==> src/rtl/alu_tv_compare.sv <==
// rtl/alu_tv_compare.sv - flags any difference between ALU results and expected values
module alu_tv_compare (
  input  logic [31:0] alu_y_i,
  input  logic        alu_zero_i,
  input  logic [31:0] exp_y_i,
  input  logic        exp_zero_i,
  output logic        mismatch_o
);

  assign mismatch_o = (alu_y_i != exp_y_i) || (alu_zero_i != exp_zero_i);

endmodule

==> config.mk <==
export PLATFORM = sky130hd
export DESIGN_NAME = alu_tv_compare
export DESIGN_NICKNAME = d
export VERILOG_FILES = /design/src/rtl/alu_tv_compare.sv
export SDC_FILE = /design/constraint.sdc
export NUM_CORES = 1
export LEC_CHECK = 0
export ABC_AREA = 0
export CORE_UTILIZATION = 21
export DETAILED_ROUTE_END_ITERATION = 7
export PLACE_DENSITY = 0.84
export RECOVER_POWER = 50
export REMOVE_ABC_BUFFERS = 1
export SYNTH_ARGS = -nofsm -noshare
export SYNTH_HDL_FRONTEND = slang
export SYNTH_SLANG_ARGS = --single-unit
==> constraint.sdc <==
create_clock -name vclk -period 1.25
set_clock_uncertainty 0.2 [all_clocks]
set_input_delay 0.25 -clock vclk [all_inputs]
set_output_delay 0.25 -clock vclk [all_outputs]
set_load 0.01 [all_outputs]
# Word level (Yosys, flattened, before mapping)
# Cells that the tools add are included.
dict set report word_totals {
  word_cells 3
  input_bits 66
  output_inout_bits 1
  regBits 0
}
dict set report classes {
  reduce_logical 1
  n_eq_ne 2
}
# cell count
set ops {}
lappend ops {{$ne 32x32->1} 1}
lappend ops {{$logic_or 1x1->1} 1}
lappend ops {{$ne 1x1->1} 1}

# Logic depth before layout (Yosys ltp)
dict set report logic_depth {
  word_depth 2
  mapped_depth 4
  mapped_depth_nobuf 4
}

# Worst setup path before layout
# Ideal clock, no wire load.
dict set report synth_timing {
  kind {input-to-output}
  startpoint {in exp_y_i[21]}
  endpoint {out mismatch_o}
  stages 4
  arrival_ns 0.887
  slack_ns -0.087
  required_ns 0.800
  path_cell_list {xnor2_1 -> nand4_1 -> nor4_1 -> nand3_1}
}
dict set report synth_via {
  elab_chain_cells 2
}
# element line
set synth_lines {}
lappend synth_lines {{from (decl)} 5} ;# input logic [31:0] exp_y_i,
lappend synth_lines {{$ne 32x32->1} 10} ;# assign mismatch_o = (alu_y_i != exp_y_i) || (alu_zero_i != exp_zero_i);
lappend synth_lines {{$logic_or 1x1->1} 10}
lappend synth_lines {{to (decl)} 7} ;# output logic mismatch_o
# Every way passes these cells.

# Final worst setup path
dict set report layout_timing {
  startpoint {in alu_y_i[5]}
  endpoint {out mismatch_o}
}
dict set report layout_via {
  elab_chain_cells 2
}
# element line
set layout_lines {}
lappend layout_lines {{from (decl)} 3} ;# input logic [31:0] alu_y_i,
lappend layout_lines {{$ne 32x32->1} 10}
lappend layout_lines {{$logic_or 1x1->1} 10}
# Every way passes these cells.

==> results.txt <==
* Final core area utilization: slightly above 60%
- Worst IR Drop VDD: about 130 µV
- Total power for the finished layout comes to 283 µW.
- Final count of pins violating max slew: 0
- The worst setup path is launched from an input pin.
* Global routing met1 resource utilization: 12.9%
- Area of the mapped netlist: approximately 360 µm²
* Initial antenna violation count: 0
* Pin count of the biggest net entering global routing: 2
- Dividing the synthesized area by the synthesized cell count gives 7.98 µm².
* Vias in the first global route: 608
- Starting Density: between 20% and 30%
* Row Count: 14
- The net count of the finished layout is 180.
- The checks that failed: design-rule violations, negative setup slack.
- For this block, the routed nets add up to ~1600 µm of wire.
- For this design the ratio of total power to cell area is roughly 300 nW/µm².
* Number of sequential cells in the layout: 0
* Critical path fanouts, max: 1
- Yosys attributes the largest share of cell area to sky130_fd_sc_hd__xnor2_1, sky130_fd_sc_hd__nand4_1, sky130_fd_sc_hd__xor2_1.
- Filler cell count in the final layout: ~160
- Timing analysis after detailed placement gives a worst setup slack of -1.07 ns.
- From synthesis to final layout, the design area changed by 164%.
* Number of DRC violations after detailed-routing iteration 0: 8
* Post-DR wirelength/cell: 12.2 µm
* CP Data Required Time: about 0.8 ns
- Via count: approximately 580
- Final setup TNS: -0.400 ns
- Non-filler cells in the finished layout: 128
* Met3 GRT Util: under 10%
- Port Buffers: between 60 and 70
- Reported leakage power: approximately 0.43 nW
- From bottom edge to top edge, the die measures between 40 and 50 µm.
- Hold Path Class: in2out
- The floorplan step defined a die boundary enclosing ~1900 µm².
- For the pin with the worst max-slew slack, the measured transition is between 0.2 and 0.25 ns.
* Antenna violation net count after detailed routing: 0
- Count of maximum capacitance violations: 0
- The share of synthesized area in the top cell type comes to ~76%.
- Data arrival, critical path: ~1.2 ns
- The sequential cells in the finished layout cover a total of 0 µm².
- Max Freq: slightly above 0.6 GHz
* Final worst setup slack: -0.400 ns
- The first global-routing pass estimated roughly 2300 µm of wire.
- Number of failing hold endpoints at the final stage: 0
- Run status: finished with violations
- For this run, the number of Yosys warnings is 0.
* Register area share after synthesis: 0%
* Layout cells sized above 1: 42.0%
* Placed wire-length estimate after detailed placement: between 1000 and 1500 µm
* Core footprint: roughly 1600 µm²
- The number of placed instances, taps included, is around 130.
* Final setup fails: 1
* Number of top-level pins: 67
- The pre-antenna-repair detailed-routing pass consisted of 7 iterations.
* Clkbuf count: 0
- Among all cell types in the netlist, the one instantiated most often is sky130_fd_sc_hd__xnor2_1.
- met2 is the most crowded layer.
* Setup repair after global routing missed its margin: yes
* Worst Path Class, Setup: in2out
* Fin crit share: 132%
- In this run the tightest slew margin relative to its limit is between 80 and 90%.
* Diode count: 0
* Die Span X: 43.4 µm
- Number of buffers added for setup after CTS: 0
- The congestion estimate from routability-driven global placement came to just under 0.7.
- For this run, global-route usage on met2 was measured as about 38%.
* Gr ovfl total: 0
- Avg Vias per Cell: between 4 and 5
- Total GRT Usage: roughly 16%
- Final worst path period need: 1.65 ns
* Yosys top cell by area: sky130_fd_sc_hd__xnor2_1
- In the routed design, unresolved DRC markers number 5.
- Counting instances in the post-synthesis netlist gives the leading cell types as sky130_fd_sc_hd__xnor2_1, sky130_fd_sc_hd__nand4_1, sky130_fd_sc_hd__nand3_1, sky130_fd_sc_hd__nor3_1, sky130_fd_sc_hd__xor2_1.
* Number of distinct library cells after synthesis: 6
* Cells after synthesis: 45
- The worst setup path is captured at an output port.
[layout by cell type (no fill, tap or decap), drive strengths merged]
cell type,count
clkdlybuf4s15,14
xor2,2
nand3,2
xnor2,31
buf,25
dlygate4sd2,17
nor3,2
nor4,1
nand4,7
clkbuf,11
[final timing paths]
check / start / to / slack, ns / cells after the start
max: alu_y_i[5] / mismatch_o / -0.40 / 6
min: alu_y_i[18] / mismatch_o / 0.74 / 6
[metal layers]
| layer | wire length (µm) | part of all wire [%] |
|---|---|---|
| met1 | 451 | 29 |
| met4 | 0 | 0 |
| met3 | 113 | 7.2 |
| met5 | 0 | 0 |
| met2 | 996 | 64 |
[layout make-up]
class / count / area [µm²] / area share [%]
timing repair buffer: 67 / 502 / 52.8
multi-input combinational: 45 / 428 / 45.1
tap: 16 / 20.0 / 2.11
[critical path: stages]
cell and delay, ns:
sky130_fd_sc_hd__buf_6 0.09, sky130_fd_sc_hd__xnor2_2 0.14, sky130_fd_sc_hd__nand4_1 0.15, sky130_fd_sc_hd__nor4_2 0.32
sky130_fd_sc_hd__nand3_1 0.10, sky130_fd_sc_hd__buf_2 0.15
[cell families (layout without fill, tap and decap cells)]
logic type             count (synthesis)  count (layout)  synth area share (%)
buffers and inverters                  0              67                     0
AND/OR/NAND/NOR                       12              12                  19.5
XOR/XNOR                              33              33                  80.5
[timing repair]
| item | 4_1_cts | 5_1_grt |
|---|---|---|
| hold buffers | 0 | 0 |
| pin swaps | 43 | 18 |
| gates resized for setup | 156 | 26 |
| endpoints found under the setup margin | 1 | 1 |
[where the power goes]
group          internal (mW)  switching, mW  total [mW]
Sequential                 0              0           0
Clock                      0              0           0
Combinational          0.190         0.0933       0.283
Total                  0.190         0.0933       0.283
[per-stage QoR]
stage / instance area [µm²] / hold slack, ns
floorplan: 359 / 0.540
global placement: 1050 / 1.48
detailed placement: 1050 / 1.50
CTS: 963 / 0.751
global route: 950 / 0.810
finish: 950 / 0.742
Note: power is estimated with default switching activity, not from simulation.
